File: src/rtl/pwm_pkg.sv
// pwm_pkg: shared state encoding, duty limit and compare-width helper for the PWM timer.
package pwm_pkg;
  typedef enum logic [1:0] {
    ST_RUN   = 2'd0,
    ST_DEAD  = 2'd1,
    ST_FAULT = 2'd2
  } state_t;
  localparam logic [6:0] DUTY_MAX = 7'd127;
  function automatic int cmp_w(input int cnt_w);
    return cnt_w + 1;
  endfunction
endpackage

File: src/rtl/pwm_timer_sns_filter.sv
// sns_filter: 2-FF synchronizer plus saturating run-length counter for an async sense input.
module sns_filter #(
  parameter int FILT = 4
) (
  input  logic clk,
  input  logic rst_n,
  input  logic i_sns,
  output logic o_sync,
  output logic o_fire
);
  localparam int FW = $clog2(FILT + 1);
  logic [1:0]    r_sync;
  logic [FW-1:0] r_cnt;
  always_ff @(posedge clk)
    if (!rst_n) begin
      r_sync <= '0;
      r_cnt  <= '0;
    end else begin
      r_sync <= {r_sync[0], i_sns};
      r_cnt  <= !r_sync[1] ? '0 : (r_cnt == FW'(FILT)) ? r_cnt : r_cnt + FW'(1);
    end
  assign o_sync = r_sync[1];
  // fires in the cycle the run length reaches FILT, so the fault lands on the same edge
  assign o_fire = r_sync[1] && (r_cnt >= FW'(FILT - 1));
endmodule

File: src/rtl/pwm_timer.sv
// pwm_timer: H-bridge PWM with period strobe E, dead period on reversal and latched overcurrent fault.
// Define OC_AUTO_RETRY_EN to let FAULT recover after RETRY_PER clean periods.
module pwm_timer
  import pwm_pkg::*;
#(
  parameter int CNT_W     = 17,
  parameter int PERIOD    = 100000,
  parameter int STEP      = 781,
  parameter int OC_FILT   = 4,
  parameter int RETRY_PER = 8
) (
  input  logic       CLK,
  input  logic       RSTn,
  input  logic [6:0] DUTY,
  input  logic       SW7,
  input  logic       SnsA,
  output logic       PWM_A,
  output logic       PWM_B,
  output logic       E,
  output logic       OC
);
  localparam int CW = cmp_w(CNT_W);
  logic [CNT_W-1:0] r_cnt;
  logic [6:0]       r_duty;
  logic             r_dir, r_pwm_a, r_pwm_b;
  state_t           r_state, w_next;
  logic             w_sync, w_fire, w_lvl, w_retry_done;
  logic [CW-1:0]    w_cmp;
  sns_filter #(.FILT(OC_FILT)) u_sns (
    .clk   (CLK),
    .rst_n (RSTn),
    .i_sns (SnsA),
    .o_sync(w_sync),
    .o_fire(w_fire)
  );
  assign E     = r_cnt == CNT_W'(PERIOD - 1);
  assign OC    = r_state == ST_FAULT;
  assign PWM_A = r_pwm_a;
  assign PWM_B = r_pwm_b;
  assign w_cmp = CW'(r_duty) * CW'(STEP);
  assign w_lvl = (r_duty == DUTY_MAX) || ({1'b0, r_cnt} < w_cmp);
`ifdef OC_AUTO_RETRY_EN
  localparam int RW = $clog2(RETRY_PER + 1);
  logic          r_clean;
  logic [RW-1:0] r_retry;
  // r_clean: the period now ending began inside FAULT and has seen no synced sense
  assign w_retry_done = r_clean && !w_sync && (r_retry == RW'(RETRY_PER - 1));
  always_ff @(posedge CLK)
    if (!RSTn || r_state != ST_FAULT) begin
      r_clean <= 1'b0;
      r_retry <= '0;
    end else if (E) begin
      r_clean <= 1'b1;
      r_retry <= (r_clean && !w_sync && !w_retry_done) ? r_retry + RW'(1) : '0;
    end else if (w_sync) begin
      r_clean <= 1'b0;
    end
`else
  logic w_sync_unused;
  assign w_sync_unused = w_sync;
  assign w_retry_done  = 1'b0;
`endif
  always_comb begin
    w_next = r_state;
    if (E)
      w_next = (r_state == ST_RUN && SW7 != r_dir) ? ST_DEAD :
               (r_state == ST_DEAD) ? ST_RUN :
               (r_state == ST_FAULT && w_retry_done) ? ST_DEAD : r_state;
    if (w_fire)
      w_next = ST_FAULT;
  end
  always_ff @(posedge CLK)
    if (!RSTn) begin
      r_cnt   <= '0;
      r_duty  <= '0;
      r_dir   <= 1'b0;
      r_state <= ST_RUN;
      r_pwm_a <= 1'b0;
      r_pwm_b <= 1'b0;
    end else begin
      r_cnt   <= E ? '0 : r_cnt + CNT_W'(1);
      if (E) begin
        r_duty <= DUTY;
        r_dir  <= SW7;
      end
      r_state <= w_next;
      r_pwm_a <= !w_fire && r_state == ST_RUN && !r_dir && w_lvl;
      r_pwm_b <= !w_fire && r_state == ST_RUN && r_dir && w_lvl;
    end
endmodule

File: config.mk
export PLATFORM = sky130hd
export DESIGN_NAME = pwm_timer
export DESIGN_NICKNAME = d
export VERILOG_FILES = /design/src/rtl/pwm_pkg.sv /design/src/rtl/pwm_timer_sns_filter.sv /design/src/rtl/pwm_timer.sv
export SDC_FILE = /design/constraint.sdc
export NUM_CORES = 1
export LEC_CHECK = 0
export ABC_AREA = 1
export ABC_CLOCK_PERIOD_IN_PS = 4800
export CORE_UTILIZATION = 61
export DETAILED_ROUTE_END_ITERATION = 8
export PLACE_DENSITY = 0.9
export SLEW_MARGIN = 20
export SYNTH_ARGS = -nofsm -noshare
export SYNTH_HDL_FRONTEND = slang
export SYNTH_SLANG_ARGS = --single-unit
File: constraint.sdc
create_clock -name CLK -period 4.8 [get_ports CLK]
set_input_delay 0.48 -clock CLK [delete_from_list [all_inputs] [get_ports CLK]]
set_output_delay 0.48 -clock CLK [all_outputs]
set_load 0.005 [all_outputs]
== Word level (Yosys, flattened, before mapping) ==
Index checks and enable logic that the tools add are counted.

* Add/sub/neg operators: 2
* Mux-type cells: 4
* $lt $le $gt $ge: 2
* Bitwise logic cells: 1
* Reductions and logical operators: 19
* Multiply operators: 1
* Eq/ne operators: 6

{| class="wikitable"
|+ Operator list
! cell !! count
|-
| 17-bit by 1-bit adder with 17-bit output (second input constant) || 1
|-
| 17-bit == test (second input constant) || 1
|-
| 17-bit less-than comparator || 1
|-
| 7-bit by 10-bit multiplier with 17-bit output (second input constant) || 1
|-
| 2-bit 2-to-1 mux || 4
|-
| 7-bit == test (second input constant) || 1
|-
| 1-bit logical AND || 7
|-
| 2-bit AND reduction || 3
|-
| 2-bit nonzero test || 2
|-
| 2-bit OR reduction || 2
|-
| 3-bit by 1-bit adder with 3-bit output (second input constant) || 1
|-
| 3-bit == test (second input constant) || 1
|-
| 3-bit by 2-bit greater-or-equal comparator with 1-bit output (second input constant) || 1
|-
| 3-bit nonzero test || 1
|-
| 2-bit by 1-bit == test with 1-bit output (second input constant) || 1
|-
| 2-bit == test (second input constant) || 1
|-
| 1-bit zero test || 2
|-
| 2-bit zero test || 1
|-
| 1-bit logical OR || 1
|-
| 1-bit inequality test || 1
|-
| 1-bit NOT || 1
|}

* Bits of input ports: 11
* Output and inout bits: 4
* Register bits: 34
* Logic and storage cells: 44

== Depth between registers and ports, before layout ==
* Word-level depth: 6
* Depth in mapped cells: 23
* Gate-level depth less buffers: 23

== By module ==
Synthesis repeated with hierarchy kept, for this count alone.

* Cells, all modules: 425
* Area, all modules: 3,101.7 sq um

{| class="wikitable"
|+ By module, submodules not included
! module !! cells each !! area an instance (sq um) !! times used !! seq. area each (sq um)
|-
| pwm_timer || 394 || 2,866.5 || 1 || 580.6
|-
| sns_filter || 31 || 235.2 || 1 || 100.1
|}

== Worst setup path after synthesis ==
No wires, ideal clock.

* Path type: reg2reg
* Start: register r_duty[4]
* End: register r_pwm_a (netlist: PWM_A)
* Data arrival time: 3.397 ns
* Period minus slack after synthesis: 3.466 ns
* Setup slack: 1.334 ns
* Data required time: 4.730 ns
* Stages on the path, launching flop included: 16
* Path buffers: 0
* Setup time: 0.070 ns
* Cells stage by stage: dfxtp_1 > ha_1 > ha_1 > fa_1 > ha_1 > ha_1 > nand2_1 > o21ai_0 > a21oi_1 > xor2_1 > ha_1 > a21oi_1 > o21ai_0 > a21oi_1 > nand2_1 > a21oi_1

* Cells in the longest elaborated chain, start to end: 4
* Elaborated cells between the ends (all ways): 5
* Classes of those cells: 1 x mul; 1 x order compare; 1 x eq/ne; 2 x reduce/logical

{| class="wikitable"
|+ Ends and longest elaborated chain
! what !! line !! source
|-
| from (decl) || pwm_timer.sv:24 || <nowiki>logic [6:0] r_duty;</nowiki>
|-
| from (signal assigned) || pwm_timer.sv:75 || <nowiki>r_duty <= '0;</nowiki>
|-
| from (signal assigned) || pwm_timer.sv:83 || <nowiki>r_duty <= DUTY;</nowiki>
|-
| 7-bit by 10-bit multiplier with 17-bit output || pwm_timer.sv:40 || <nowiki>assign w_cmp = CW'(r_duty) * CW'(STEP);</nowiki>
|-
| 17-bit less-than comparator || pwm_timer.sv:41 || <nowiki>assign w_lvl = (r_duty == DUTY_MAX) || ({1'b0, r_cnt} < w_cmp);</nowiki>
|-
| 1-bit logical OR (*) || pwm_timer.sv:41 ||
|-
| 1-bit logical AND (*) || pwm_timer.sv:87 || <nowiki>r_pwm_a <= !w_fire && r_state == ST_RUN && !r_dir && w_lvl;</nowiki>
|-
| to (signal assigned) || pwm_timer.sv:87 ||
|-
| to (decl) || pwm_timer.sv:25 || <nowiki>logic r_dir, r_pwm_a, r_pwm_b;</nowiki>
|}

Every way passes the cells marked *; elsewhere a longest branch is shown, timed or not.
A chain may end at the register's enable or synchronous reset.

== Final worst setup path ==
Same ends and word-level chain as after synthesis.

==> impl_summary.md <==
Worst setup path
The master of the slowest instance on the critical path is fa_1. For the worst setup path, the data required time is 5020 ps. The most repeated library cell on the critical path is ha_1. The buffer and inverter count on the worst path is 0.

For flop-to-flop paths, the worst setup slack is 790 ps. By startpoint and endpoint, the worst setup path is classified as flip-flop to flip-flop. The worst setup path is captured at a flip-flop. The cell class contributing the biggest share of worst-path delay is adder cells.

The signal on the critical path passes through ha_1, ha_1, fa_1, ha_1, ha_1, nand2_1, o21ai_0, nand3_1, nand3b_1, nand2_1, ha_1, a21oi_1, o21ai_0, a21oi_1, nand2_1, a21oi_1. The worst setup path is launched from a flip-flop. The largest stage delay on the critical path is 490 ps. The highest fanout seen on the critical path is 5. For the worst setup path, the data arrival time is 4230 ps.

Power and ir drop
The leakage power is 0.00174 uW. For this design the ratio of total power to cell area is 178 nW/um^2. IR analysis of the VDD net gives a maximum drop of 0.000102 V.

CTS
In this run, post-CTS repair resized a total of 0 instances. CTS built an H-tree with a depth of 2. The number of buffers added to fix hold violations after cts is 0. The clock latency reported for the late side of the worst-skew pair is 290 ps.

After clock tree synthesis, the setup repair step added 0 buffers. The CTS buffer count is 5. The number of sinks handled by clock tree synthesis is 34. The cell at the root of the clock tree is clkbuf_8. Clock-pin slew was measured on the worst setup and hold paths at 70 ps. TritonCTS built the clock tree.

The longest clock path from root to sink contains 2 buffers.

STA
On the final layout, the worst clock skew is 6.77 ps. The slew at the pin with the worst max-slew slack is 594 ps. The total of endpoints with negative setup slack in the final report is 0. The relative max-transition margin is 60.3%. The number of failing hold endpoints at the final stage came to 0. The period utilization is 83.5%. Setup repair after global routing left no endpoint under its margin. The clock period could shrink to 4010 ps. The achievable frequency is 250 MHz. The least setup slack across all paths after layout is 792 ps. The total negative slack for setup checks is 0 ps.

The number of slew-limit violations in the final report is 0.

Placement
After legalization and detailed placement, the total HPWL measured 5.12 mm. The number of cells in the design after placement is 484. The congestion estimate from routability-driven global placement came to 0.844.

Port buffering added 14 buffers. Timing analysis after detailed placement gives a worst setup slack of 896 ps.

GRT
The pin count of the biggest net entering global routing is 18. The first-pass GRT wire length is 10.5 mm. Global routing used 25.8% of the available tracks.

Summed over all layers, the global routing overflow is 0. The number of global-route vias before repair was 2412. The number of antenna violations at the first check in global routing is 0.

Synth
The post-synthesis average cell area is 7.45 sq um. The portion of the post-synthesis area used by sequential elements is 22.5%. The synthesized design devotes to its leading area cell type 26.5% of total area.

The synthesized design contains 34 register bits. The post-synthesis cell type count is 33. The count of flip-flops with a built-in enable after synthesis is 0. In the synthesized netlist, the number of instances is 406. The total of warnings raised by yosys is 0.

The share of flip-flops with an asynchronous set or reset is 0%. The post-synthesis cell type with the largest combined area is ha_1. By area the synthesized netlist is led by ha_1 (26%), dfxtp_1 (22%), nand2_1 (9.7%). The leading register cell type out of synthesis is dfxtp_1. The number of nets in the synthesized netlist is 486. The post-synthesis cell area is 3030 sq um.

Floorplan
The placeable core region is 4750 sq um. In this run the vertical extent of the chip is 72.4 um. The initial core utilization is 63.6%. The floorplan die width is 72.4 um. The top-level I/O count is 15. The initialized floorplan defines 25 standard-cell rows.

The die area is 5250 sq um.

Detailed routing
The number of search-and-repair iterations in the first detailed-routing pass is 4. The detail route stage leaves a number of antenna-violating nets equal to 0. The total via count after detailed routing is 2679. For this block, the initial DRC count from the detailed router was 168. The mean routed wirelength per cell is 13.2 um. The final wirelength is 6.47 mm. In the routed layout, each cell is associated on average with a via count of 5.46. In the routed design, unresolved DRC markers number 0.

Layout
Cells with a size suffix above 1 make up 4.48% of the layout. Excluding fillers, the count of instances in the completed layout stands at 491. For this run, the share of the core covered by cells in the final layout is 70.2%.

The antenna diode instance count is 0. The area added between synthesis and finish is 10.3%. After the last flow step, the layout net total stands at 504. The layout has 375 filler cells.

Min path
In this run the worst hold path is classified as flip-flop to flip-flop.

Run status
The run finished with clean final reports.

Flow run
Across the run, the number of max-cap violations was 0.
==> routing by layer <==
metal / part of all wire [%] / global-route usage (%)
met1: 46 / 33.1
met2: 47 / 42.9
met3: 3.7 / 3.19
met4: 3.1 / 12.2
met5: 0 / 0
==> path summary, 6_finish.rpt <==
kind / startpoint / cells past startpoint / end
setup reg to reg: r_duty[4] / 16 / PWM_A
setup / recovery: r_duty[4] / 16 / PWM_A
hold reg to reg: u_sns.r_sync[0] / 2 / u_sns.r_sync[1]
hold / removal: u_sns.r_sync[0] / 2 / u_sns.r_sync[1]
==> report_power, final <==
group	total [uW]	leakage, uW	switching, uW	internal, uW
logic	32.6	0.00140	16.5	16.1
clock network	272	0.0000573	106	166
registers	290	0.000275	3.63	286
total	594	0.00174	126	468
==> cell usage in the layout (no fill, tap or decap), types with 7 or more instances in the layout <==
cell type / count
nand2_1: 78
ha_1: 64
inv_1: 56
nor2_1: 51
dfxtp_1: 34
a21oi_1: 30
o21ai_0: 16
nand3_1: 14
clkdlybuf4s50_1: 14
nand4_1: 10
xor2_1: 9
xnor2_1: 7
==> worst min-delay path, stage by stage, from the launching register on <==
cell	delay, ps
dfxtp_1	300
nand2_1	60
inv_1	40
==> cell type report <==
type	count	area, sq um	area share (%)
clock buffers	6	82.6	2.47
clock inverters	1	30.0	0.900
inverters	57	219	6.56
multi-input cells	312	2100	63.0
flip-flops and latches	34	681	20.4
well taps	67	83.8	2.51
repair buffers	14	140	4.20
==> cell families after synthesis <==
| group | Yosys count | synth area share, % |
|---|---|---|
| compound gates | 52 | 9.06 |
| xor+xnor | 16 | 4.63 |
| fa+ha+maj | 69 | 29.8 |
| buf+inv | 60 | 8.06 |
| flops | 34 | 22.5 |
| simple gates | 175 | 26.0 |
==> synth_stat cells (all sizes together) (2+ instances only) <==
cell type and number:
dfxtp 34, nand4 10, nand2 80, fa 5, o21ai 17, xor2 9
ha 64, nand3 16, or2 4, buf 2, nor3 6, nor3b 2
a21o 2, xnor2 7, nand3b 2, nor2 53, inv 56, a21oi 30
==> sequential cells by signal (all words and copies together), names as in the netlist <==
register / flops
PWM_B: 1
r_dir: 1
r_state: 2
u_sns.r_sync: 2
r_duty: 7
u_sns.r_cnt: 3
PWM_A: 1
r_cnt: 17
==> through the flow <==
stage,hold slack [ps],power [uW],cell area [sq um]
4_1_cts,445,595,3340
2_1_floorplan,390,314,3030
6_report,449,594,3340
3_3_place_gp,407,326,3220
3_5_place_dp,429,328,3220
5_1_grt,470,610,3340
(Power assumes the default switching activity.)
